[src/rtl/apb_package.sv]
// Shared definitions for the multi-channel APB UART CSR block: register offsets,
// channel stride, configuration reset values and the transfer FSM states.
package apb_package;

    typedef enum logic [7:0] {
        OFF_TDR = 8'h00,
        OFF_RDR = 8'h04,
        OFF_LCR = 8'h08,
        OFF_OCR = 8'h0C,
        OFF_LSR = 8'h10,
        OFF_FCR = 8'h14,
        OFF_MSR = 8'h18,
        OFF_MCR = 8'h1C,
        OFF_IER = 8'h20,
        OFF_IIR = 8'h24
    } apb_addr_e;

    localparam logic [11:0] CH_STRIDE = 12'h100;
    localparam logic [7:0]  LCR_RST   = 8'h03;
    localparam logic [15:0] OCR_RST   = 16'h0010;

    typedef enum logic [1:0] {
        IDLE   = 2'd0,
        ACCESS = 2'd1,
        DONE   = 2'd2
    } apb_fsm_e;

    function automatic logic off_mapped(input logic [7:0] off);
        case (off)
            OFF_TDR, OFF_RDR, OFF_LCR, OFF_OCR, OFF_LSR,
            OFF_FCR, OFF_MSR, OFF_MCR, OFF_IER, OFF_IIR: return 1'b1;
            default:                                     return 1'b0;
        endcase
    endfunction

    function automatic logic off_read_only(input logic [7:0] off);
        case (off)
            OFF_RDR, OFF_LSR, OFF_MSR, OFF_IIR: return 1'b1;
            default:                            return 1'b0;
        endcase
    endfunction

endpackage

[src/rtl/apb_uart_ch_regs.sv]
// One UART channel's configuration bank (LCR/OCR/FCR/MCR/IER) and its read mux.
// Writes arrive already qualified (legal, addressed to this channel, pready cycle).
module apb_uart_ch_regs
    import apb_package::*;
(
    input  logic        clk_i,
    input  logic        srst_i,
    input  logic        wr_en_i,
    input  logic [7:0]  off_i,
    input  logic [15:0] wdata_i,
    input  logic [1:0]  be_i,
    input  logic [7:0]  rx_data_i,
    input  logic [7:0]  lsr_i,
    input  logic [7:0]  msr_i,
    input  logic [7:0]  iir_i,
    output logic [15:0] rd_data_o,
    output logic [7:0]  lcr_o,
    output logic [7:0]  fcr_o,
    output logic [7:0]  mcr_o,
    output logic [7:0]  ier_o,
    output logic [15:0] ocr_o
);

    logic [7:0]  lcr_q, lcr_d;
    logic [7:0]  fcr_q, fcr_d;
    logic [7:0]  mcr_q, mcr_d;
    logic [7:0]  ier_q, ier_d;
    logic [15:0] ocr_q, ocr_d;

    always_comb begin
        lcr_d = lcr_q;
        fcr_d = fcr_q;
        mcr_d = mcr_q;
        ier_d = ier_q;
        ocr_d = ocr_q;
        if (wr_en_i) begin
            case (off_i)
                OFF_LCR: if (be_i[0]) lcr_d = wdata_i[7:0];
                OFF_OCR: begin
                    if (be_i[0]) ocr_d[7:0]  = wdata_i[7:0];
                    if (be_i[1]) ocr_d[15:8] = wdata_i[15:8];
                end
                OFF_FCR: if (be_i[0]) fcr_d = wdata_i[7:0];
                OFF_MCR: if (be_i[0]) mcr_d = wdata_i[7:0];
                OFF_IER: if (be_i[0]) ier_d = wdata_i[7:0];
                default: ;
            endcase
        end
    end

    always_ff @(posedge clk_i) begin
        if (srst_i) begin
            lcr_q <= LCR_RST;
            ocr_q <= OCR_RST;
            fcr_q <= '0;
            mcr_q <= '0;
            ier_q <= '0;
        end else begin
            lcr_q <= lcr_d;
            ocr_q <= ocr_d;
            fcr_q <= fcr_d;
            mcr_q <= mcr_d;
            ier_q <= ier_d;
        end
    end

    // TDR is write-only, so it falls through to zero with the unmapped offsets.
    always_comb begin
        rd_data_o = '0;
        case (off_i)
            OFF_RDR: rd_data_o = {8'h00, rx_data_i};
            OFF_LCR: rd_data_o = {8'h00, lcr_q};
            OFF_OCR: rd_data_o = ocr_q;
            OFF_LSR: rd_data_o = {8'h00, lsr_i};
            OFF_FCR: rd_data_o = {8'h00, fcr_q};
            OFF_MSR: rd_data_o = {8'h00, msr_i};
            OFF_MCR: rd_data_o = {8'h00, mcr_q};
            OFF_IER: rd_data_o = {8'h00, ier_q};
            OFF_IIR: rd_data_o = {8'h00, iir_i};
            default: rd_data_o = '0;
        endcase
    end

    assign lcr_o = lcr_q;
    assign fcr_o = fcr_q;
    assign mcr_o = mcr_q;
    assign ier_o = ier_q;
    assign ocr_o = ocr_q;

endmodule

[src/rtl/apb_uart_mch_csr.sv]
// APB slave CSR block for NUM_CH UART channels with programmable wait states.
// Define APB_UART_WSTRB_EN to honour pstrb[1:0] as byte enables; otherwise writes are full-width.
module apb_uart_mch_csr
    import apb_package::*;
#(
    parameter int NUM_CH      = 4,
    parameter int ADDR_W      = 12,
    parameter int DATA_W      = 32,
    parameter int WAIT_CYCLES = 0
) (
    input  logic                  pclk,
    input  logic                  preset,
    input  logic                  psel,
    input  logic                  penable,
    input  logic                  pwrite,
    input  logic [ADDR_W-1:0]     paddr,
    input  logic [DATA_W-1:0]     pwdata,
    input  logic [DATA_W/8-1:0]   pstrb,
    output logic                  pready,
    output logic                  pslverr,
    output logic [DATA_W-1:0]     prdata,
    output logic [NUM_CH-1:0]     tx_push,
    output logic [NUM_CH*8-1:0]   tx_data,
    input  logic [NUM_CH-1:0]     tx_full,
    output logic [NUM_CH-1:0]     rx_pop,
    input  logic [NUM_CH*8-1:0]   rx_data,
    input  logic [NUM_CH-1:0]     rx_empty,
    input  logic [NUM_CH*8-1:0]   lsr_i,
    input  logic [NUM_CH*8-1:0]   msr_i,
    input  logic [NUM_CH*8-1:0]   iir_i,
    output logic [NUM_CH*8-1:0]   lcr_o,
    output logic [NUM_CH*8-1:0]   fcr_o,
    output logic [NUM_CH*8-1:0]   mcr_o,
    output logic [NUM_CH*8-1:0]   ier_o,
    output logic [NUM_CH*16-1:0]  ocr_o
);

    localparam int         CH_W      = ADDR_W - 8;
    localparam logic [3:0] WAIT_INIT = 4'(WAIT_CYCLES);

    apb_fsm_e          state_q, state_d;
    logic [3:0]        cnt_q, cnt_d;
    logic              latch_en;
    logic [ADDR_W-1:0] addr_q;
    logic              write_q;
    logic [15:0]       wdata_q;
    logic [1:0]        be_q, be_in;

    `ifdef APB_UART_WSTRB_EN
    assign be_in = pstrb[1:0];
    `else
    assign be_in = 2'b11;
    `endif

    // Only the low 16 data bits and two strobes can reach any register.
    logic unused_bits;
    assign unused_bits = ^{pwdata >> 16, pstrb};

    always_comb begin
        state_d  = state_q;
        cnt_d    = cnt_q;
        latch_en = 1'b0;
        case (state_q)
            IDLE: begin
                if (psel && !penable) begin
                    latch_en = 1'b1;
                    cnt_d    = WAIT_INIT;
                    state_d  = (WAIT_CYCLES == 0) ? DONE : ACCESS;
                end
            end
            ACCESS: begin
                if (!psel) begin
                    state_d = IDLE;
                end else begin
                    cnt_d = cnt_q - 4'd1;
                    if (cnt_q <= 4'd1) state_d = DONE;
                end
            end
            DONE:    state_d = IDLE;
            default: state_d = IDLE;
        endcase
    end

    always_ff @(posedge pclk) begin
        if (preset) begin
            state_q <= IDLE;
            cnt_q   <= '0;
            addr_q  <= '0;
            write_q <= 1'b0;
            wdata_q <= '0;
            be_q    <= '0;
        end else begin
            state_q <= state_d;
            cnt_q   <= cnt_d;
            if (latch_en) begin
                addr_q  <= paddr;
                write_q <= pwrite;
                wdata_q <= pwdata[15:0];
                be_q    <= be_in;
            end
        end
    end

    logic [CH_W-1:0] ch_field;
    logic [31:0]     ch_idx;
    logic [7:0]      off;
    logic            ch_valid, is_tdr, is_rdr;
    logic            sel_tx_full, sel_rx_empty;
    logic [15:0]     sel_rd;
    logic [15:0]     ch_rd [NUM_CH];
    logic            err, fire, ok_fire;

    assign ch_field = addr_q[ADDR_W-1:8];
    assign ch_idx   = 32'(ch_field);
    assign off      = addr_q[7:0];
    assign ch_valid = ch_idx < 32'(NUM_CH);
    assign is_tdr   = off == OFF_TDR;
    assign is_rdr   = off == OFF_RDR;

    always_comb begin
        sel_tx_full  = 1'b0;
        sel_rx_empty = 1'b0;
        sel_rd       = '0;
        for (int i = 0; i < NUM_CH; i++) begin
            if (ch_idx == 32'(i)) begin
                sel_tx_full  = tx_full[i];
                sel_rx_empty = rx_empty[i];
                sel_rd       = ch_rd[i];
            end
        end
    end

    // Unaligned addresses never match a mapped offset, so off_mapped covers them too.
    assign err = !ch_valid
              || !off_mapped(off)
              || (write_q && off_read_only(off))
              || (!write_q && is_tdr)
              || (write_q && is_tdr && (sel_tx_full || !be_q[0]))
              || (!write_q && is_rdr && sel_rx_empty);

    assign fire    = (state_q == DONE) && psel;
    assign ok_fire = fire && !err;

    assign pready  = fire;
    assign pslverr = fire && err;
    assign prdata  = (ok_fire && !write_q) ? DATA_W'(sel_rd) : '0;

    genvar gi;
    generate
        for (gi = 0; gi < NUM_CH; gi++) begin : g_ch
            logic hit;
            assign hit                 = ok_fire && (ch_idx == 32'(gi));
            assign tx_push[gi]         = hit && write_q && is_tdr;
            assign rx_pop[gi]          = hit && !write_q && is_rdr;
            assign tx_data[gi*8 +: 8]  = wdata_q[7:0];

            apb_uart_ch_regs u_regs (
                .clk_i     (pclk),
                .srst_i    (preset),
                .wr_en_i   (hit && write_q),
                .off_i     (off),
                .wdata_i   (wdata_q),
                .be_i      (be_q),
                .rx_data_i (rx_data[gi*8 +: 8]),
                .lsr_i     (lsr_i[gi*8 +: 8]),
                .msr_i     (msr_i[gi*8 +: 8]),
                .iir_i     (iir_i[gi*8 +: 8]),
                .rd_data_o (ch_rd[gi]),
                .lcr_o     (lcr_o[gi*8 +: 8]),
                .fcr_o     (fcr_o[gi*8 +: 8]),
                .mcr_o     (mcr_o[gi*8 +: 8]),
                .ier_o     (ier_o[gi*8 +: 8]),
                .ocr_o     (ocr_o[gi*16 +: 16])
            );
        end
    endgenerate

endmodule

[config.mk]
export PLATFORM = sky130hd
export DESIGN_NAME = apb_uart_mch_csr
export DESIGN_NICKNAME = d
export VERILOG_FILES = /design/src/rtl/apb_package.sv /design/src/rtl/apb_uart_ch_regs.sv /design/src/rtl/apb_uart_mch_csr.sv
export SDC_FILE = /design/constraint.sdc
export NUM_CORES = 1
export LEC_CHECK = 0
export CAP_MARGIN = 20
export CORE_AREA = 2 2 175 177
export DETAILED_ROUTE_END_ITERATION = 8
export DIE_AREA = 0 0 177 179
export PLACE_DENSITY_LB_ADDON = 0.3
export REMOVE_ABC_BUFFERS = 1
export SYNTH_ARGS = -nofsm -noshare
export SYNTH_HDL_FRONTEND = slang
export SYNTH_SLANG_ARGS = --single-unit
[constraint.sdc]
create_clock -name pclk -period 4.1 [get_ports pclk]
set_input_delay 0.82 -clock pclk [delete_from_list [all_inputs] [get_ports pclk]]
set_output_delay 0.82 -clock pclk [all_outputs]
set_load 0.005 [all_outputs]
==> results of run 1 <==
metal layers:
layer | vias up | wire (µm) | GRT usage, %
met5 | - | 0 | 0
met4 | 0 | 3369 | 17.36
met3 | 187 | 6821 | 8.015
met2 | 987 | 27290 | 58.56
met1 | 6535 | 22620 | 45.24
li1 | 6161 | - | -
path summary, 6_finish.rpt:
path,slack (ns),depth (start not counted),endpoint
worst max-delay path,-0.02,8,rx_pop[0]
worst min-delay path,0.45,2,wdata_q[5]
worst max register to register,0.93,8,g_ch[3].u_regs.ocr_o[7]
worst min register to register,0.45,2,wdata_q[5]
power by group through the flow:
| stage | logic [W] | registers [W] | clock network, W |
|---|---|---|---|
| 3_3_place_gp | 0.000674 | 0.00226 | 0 |
| 6_report | 0.000720 | 0.00221 | 0.00230 |
| 2_1_floorplan | 0.000196 | 0.00228 | 0 |
| 4_1_cts | 0.000689 | 0.00221 | 0.00230 |
| 3_5_place_dp | 0.000676 | 0.00226 | 0 |
| 5_1_grt | 0.000743 | 0.00221 | 0.00239 |
area by class of cell:
cell class	count	area (µm²)	area share, %
repair buffers	529	5000	28.76
well taps	396	495.5	2.850
clock buffers	33	704.4	4.052
inverters	4	15.01	0.08637
diodes	1	2.502	0.01440
clock inverters	10	131.4	0.7558
multi-input cells	1168	6553	37.70
flip-flops and latches	223	4482	25.78
synth_stat cells (all sizes together) (14+ instances only):
cell type | count | area, µm²
nand2 | 453 | 1710
a21oi | 247 | 1236
dfxtp | 223 | 4464
clkbuf | 95 | 357.8
buf | 93 | 596.8
mux2i | 49 | 490.5
a22oi | 45 | 337.8
nor2 | 44 | 182.7
nand3 | 43 | 215.2
nor3 | 27 | 145.1
o21ai | 27 | 135.1
and2 | 17 | 106.4
nor2b | 16 | 117.6
a31oi | 14 | 87.58
o22ai | 14 | 87.58
state kept, by name (all words and copies together), names as in the netlist:
register	count
g_ch.u_regs.fcr_o	32
write_q	1
wdata_q	16
addr_q	12
state_q	1
be_q	1
g_ch.u_regs.mcr_o	32
g_ch.u_regs.ocr_o	64
g_ch.u_regs.lcr_o	32
g_ch.u_regs.ier_o	32
logic make-up after synthesis:
group	after synthesis	synth area share [%]
and+or+nand+nor	668	25.74
AOI/OAI and AO/OA	421	21.52
DFF	223	38.05
buffers and inverters	192	8.266
muxes	63	6.389
other	1	0.03197
worst register-to-register path: cells and delay by family, from the launching register on:
| family | cells | cell delay (ns) |
|---|---|---|
| AO/OA/AOI/OAI | 1 | 0.09 |
| buffers and inverters | 2 | 0.39 |
| AND/OR/NAND/NOR | 5 | 2.15 |
| flip-flops | 1 | 0.38 |
what timing repair did:
item	in CTS	in global routing
cloned	1	0
setup buffers	10	5
pin swaps	5	2
endpoints found under the hold margin	0	0
gates resized for setup	95	25
endpoints found under the setup margin	20	21
per-stage QoR:
stage               power [W]  TNS [ns]  util [%]
global placement     0.002933    -8.464     54.29
detailed placement   0.002936    -9.281     54.29
CTS                  0.005197         0     57.60
global route         0.005348   -0.3028     57.89
floorplan            0.002475    -1.061         -
finish               0.005234  -0.02520     57.89
==> impl_metrics.yaml, run 1 <==
worst_setup_path:
  critPathKind: "reg -> out"
  path_cells: "or4_4 > nor4_4 > or4b_4 > buf_6 > or4_4 > buf_6 > nor2_4 > buf_2"
  slowest_delay_ns: 0.54
  worstSetupStartpoint: "addr_q[6]"
  cp.required_ns: 3.28
  cp_max_fo: 6
  cp_slowest_cell: "or4_4"
  crit_family: "simple AND/OR/NAND/NOR gates"
  worstPathArrival_ns: 3.30
  crit_buf_inv: 3
  r2r-start: "addr_q[6]"
  critPathCaptureType: "output pin"
  startpoint_type: "flip-flop"
placement:
  dp_cells: 2305
  dp_slack_ns: -0.6501
  place_congestion: 0.9676
  place_area_um2: 16300
  dp.final_hpwl_um: 44960
  port_buffers: 418
die:
  die_h_um: 179
  dieWidth_um: 177
  initial_core_util_pct: 39.07
  rows: 64
  core-area_um2: 30030
  die_area_um2: 31680
  ioPinCount: 455
detailed_routing:
  route.detailed.drc: 0
  wl_per_cell_um: 25.42
  viasPerCell: 5.867
  vias: 13870
  drtIter0Drc: 1784
  antenna_left: 0
  first_pass_iters: 6
  wirelength_um: 60100
hold_path:
  min_from: "wdata_q[5]"
  hold_class: "reg -> reg"
pwr:
  switching_share_pct: 26.65
  seq_power_share_pct: 42.3
  vdd_drop_max_mv: 0.2867
  cellLeakagePower_nw: 5.839
  p_per_area_nw_per_um2: 301.1
  combPwrFrac_pct: 13.8
  intPower_w: 0.003839
  p_switching_w: 0.001395
  p_clk_share_pct: 44.0
clock_network:
  h-tree-depth: 1
  hold_buffers: 0
  clock-sinks: 223
  cts_tree: "done"
  cts.clk_slew.worst_paths_ns: 0.06
  worstSkewPairLatency_ns: 0.56
  clockRootBuffer: "clkbuf_16"
  cts_max_path_buffers: 3
  cts_buffers: 24
layout:
  final_cells: 2364
  final_area_um2: 17380
  nFillCells: 2799
  layout_common_cells: "448 x nand2_1, 392 x clkdlybuf4s50_1, 246 x a21oi_1, 215 x dfxtp_1, 102 x buf_4"
  final_common_cell: "nand2_1"
  syn2layout_area_growth_pct: 48.18
  drive_gt1_share_pct: 12.86
  final_nets: 2139
synthesis:
  async_reset_ff_share_pct: 0
  ys_seq_elements: 223
  syn_inst: 1568
  synth.distinct_cells: 68
  yosysSeqAreaShare_pct: 38.05
  ys.flop_type: "dfxtp_1"
  synth_edf_count: 0
  avgSynthCellArea_um2: 7.482
  yosysWarnings: 0
  syn_area_um2: 11730
sta:
  finalHoldViolCount: 0
  fin_ws_ns: -0.01786
  fin_skew_ns: 0.02817
  fmax_ghz: 0.2428
  relSlewSlack_pct: 37.83
  setup_viol: 2
  rsz0062_at_grt: "yes"
  finalMaxSlewViolations: 0
  period_share_pct: 100.4
  period_needed_ns: 4.118
  worst_slew_pin_slew_ns: 0.9312
  whs_ns: 0.4528
global_routing:
  grt_pass1_wl_um: 84340
  overflow: 0
  grt_usage_pct: 36.04
  grt_max_degree: 92
  grt_antenna_before_repair: 1
  grt_pass1_vias: 12810
flow_run:
  drv_cap: 0
status:
  status: "finished with violations"
  violations: "setup timing"
Power figures use the tool's default switching activity.
==> run 2: changes to the inputs <==
--- a/config.mk
+++ b/config.mk
@@ -5,11 +5,12 @@
 export SDC_FILE = /design/constraint.sdc
 export NUM_CORES = 1
 export LEC_CHECK = 0
+export ABC_CLOCK_PERIOD_IN_PS = 4100
 export CAP_MARGIN = 20
 export CORE_AREA = 2 2 175 177
 export DETAILED_ROUTE_END_ITERATION = 8
 export DIE_AREA = 0 0 177 179
-export PLACE_DENSITY_LB_ADDON = 0.3
+export PLACE_DENSITY = 0.82
 export REMOVE_ABC_BUFFERS = 1
 export SYNTH_ARGS = -nofsm -noshare
 export SYNTH_HDL_FRONTEND = slang
==> run 2 against run 1 <==
  * The run still ends with setup timing left
  * Die area unchanged
  * Clock-buffer cell count up 1
  * Critical path depth unchanged
  * Largest power group unchanged
  * Highest routed layer unchanged
  * Via count up 1.4%
  * Register-to-register slack about the same
  * Utilization down 0.18 points
  * Fmax about the same
  * Critical path type unchanged
  * Clock skew down 0.017 ns
  * Largest cell class unchanged
==> impl_metrics.yaml, run 2 (same netlist as run 1, synthesis figures left out) <==
status:
  status: "finished with violations"
  violations: "setup timing"
global_routing:
  overflow: 0
  grt_pass1_wl_um: 85220
  grt_pass1_vias: 13170
  grt_usage_pct: 36.29
  grt_max_degree: 92
  grt_antenna_before_repair: 0
sta:
  fin_ws_ns: -0.01735
  setup_viol: 1
  fmax_ghz: 0.2429
  period_needed_ns: 4.117
  period_share_pct: 100.4
  worst_slew_pin_slew_ns: 0.9706
  finalHoldViolCount: 0
  rsz0062_at_grt: "yes"
  fin_skew_ns: 0.01125
  totalNegativeSetupSlack_ns: -0.01735
  finalMaxSlewViolations: 0
  relSlewSlack_pct: 35.21
layout:
  seq_area_um2: 4481
  final_common_cell: "nand2_1"
  largest_reg_flops: 64
  layout_common_cells: "448 x nand2_1, 392 x clkdlybuf4s50_1, 247 x a21oi_1, 214 x dfxtp_1, 97 x buf_4"
  multiInputGateArea_um2: 6566
  final_nets: 2135
  drive_gt1_share_pct: 12.73
  nFillCells: 2742
  final_cells: 2361
  syn2layout_area_growth_pct: 47.71
clock_network:
  cts.clk_slew.worst_paths_ns: 0.07
  h-tree-depth: 1
  cts_tree: "done"
  hold_buffers: 0
  clock-sinks: 223
  clockRootBuffer: "clkbuf_16"
  cts_max_path_buffers: 3
  cts_buffers: 24
  worstSkewPairLatency_ns: 0.53
die:
  dieWidth_um: 177
  core-area_um2: 30030
  rows: 64
  ioPinCount: 455
  die_area_um2: 31680
  initial_core_util_pct: 39.07
  die_h_um: 179
worst_setup_path:
  r2r_cells: 7
  cp.required_ns: 3.28
  slowest_delay_ns: 0.52
  startpoint_type: "flip-flop"
  r2r-end: "g_ch[3].u_regs.lcr_o[0]"
  cp_slowest_cell: "a221oi_1"
  worstPathArrival_ns: 3.30
  critPathCaptureType: "output pin"
  path_cells: "or4b_1 > o32ai_1 > a221oi_1 > o21ai_0 > a21oi_1 > a2111oi_4 > buf_4 > dlygate4sd2_1"
  critPathKind: "reg -> out"
  r2r-start: "addr_q[2]"
  rrSetupSlack_ns: 0.93
  cp_max_fo: 13
flow_run:
  drv_cap: 0
hold_path:
  hold_end: "g_ch[2].u_regs.ier_o[0]"
  whs_path_depth: 2
  hold_class: "reg -> reg"
  min_from: "g_ch[2].u_regs.ier_o[0]"
detailed_routing:
  drtIter0Drc: 1704
  route.detailed.drc: 0
  wirelength_um: 60310
  antenna_left: 0
  wl_per_cell_um: 25.54
  viasPerCell: 5.958
  vias: 14070
  first_pass_iters: 8
pwr:
  p_switching_w: 0.001374
  p_per_area_nw_per_um2: 299.0
  vdd_drop_max_mv: 0.2264
  p_clk_share_pct: 43.3
  seq_power_share_pct: 42.7
  cellLeakagePower_nw: 5.794
  combPwrFrac_pct: 14.0
  switching_share_pct: 26.51
  intPower_w: 0.003808
placement:
  dp.final_hpwl_um: 45200
  dp_slack_ns: -0.5676
  dp_cells: 2303
  place_congestion: 0.9949
  port_buffers: 418
run 2: changes by cell type in the layout (fill, tap and decap cells not counted), sizes merged:
cell | before | now
bufinv | 2 | 1
clkinvlp | 1 | 2
dlygate4sd2 | 6 | 8
dlymetal6s2s | 1 | 0
clkbuf | 37 | 43
clkdlybuf4s15 | 2 | 0
buf | 124 | 116
run 2: cell type report:
type | instances | share of cell area [%]
Inverter | 4 | 0.08665
Timing Repair Buffer | 525 | 28.55
Tap cell | 396 | 2.859
Antenna cell | 1 | 0.01444
Clock buffer | 34 | 4.210
Sequential cell | 223 | 25.86
Clock inverter | 10 | 0.5271
Multi-Input combinational cell | 1168 | 37.89
run 2: through the flow:
| stage | cell area [µm²] | total power [W] | hold slack (ns) | util, % |
|---|---|---|---|---|
| floorplan | 10830 | 0.002475 | 0.4504 | - |
| global placement | 16260 | 0.002934 | 0.4513 | 54.15 |
| detailed placement | 16260 | 0.002939 | 0.4604 | 54.15 |
| CTS | 17290 | 0.005153 | 0.4689 | 57.58 |
| global route | 17330 | 0.005286 | 0.4852 | 57.70 |
| finish | 17330 | 0.005182 | 0.4695 | 57.70 |
run 2: routing by layer:
layer  share of wire (%)  vias to the layer above  routed length, µm  global-route usage (%)
met1                  36                     6602              21950                   44.77
li1                    -                     6152                  -                       -
met4                 5.6                        0               3380                   18.08
met5                   0                        -                  0                       0
met3                  13                      213               7594                   10.03
met2                  45                     1100              27380                   58.17
run 2: critical path, delay by kind of cell (launching register included):
kind / cells / cell delay (ns)
DFF: 1 / 0.49
and+or+nand+nor: 1 / 0.47
buffers and inverters: 2 / 0.42
AOI/OAI and AO/OA: 5 / 1.38
run 2: worst max-delay path by stage:
stage,slack [ns],cells past startpoint,to,start
CTS,-0.05,8,rx_pop[3],addr_q[8]
floorplan,-0.29,6,prdata[5],addr_q[2]
detailed placement,-0.57,8,rx_pop[3],rx_empty[1]
global placement,-0.54,8,rx_pop[3],rx_empty[1]
finish,-0.02,8,prdata[7],addr_q[0]
global route,-0.04,8,rx_pop[3],addr_q[7]
run 2: power by group through the flow:
stage	Sequential [W]	Combinational [W]	Clock, W
after detailed placement	0.00226	0.000680	0
final	0.00221	0.000726	0.00224
after floorplan	0.00228	0.000196	0
after global placement	0.00226	0.000677	0
after global routing	0.00221	0.000746	0.00233
after CTS	0.00221	0.000698	0.00224
run 2: repair_timing:
action                                  CTS  global route
gates cloned                              1             0
endpoints found under the setup margin   20            20
resized for setup                        89            31
pin swaps                                 7             9
setup buffers                             9             3
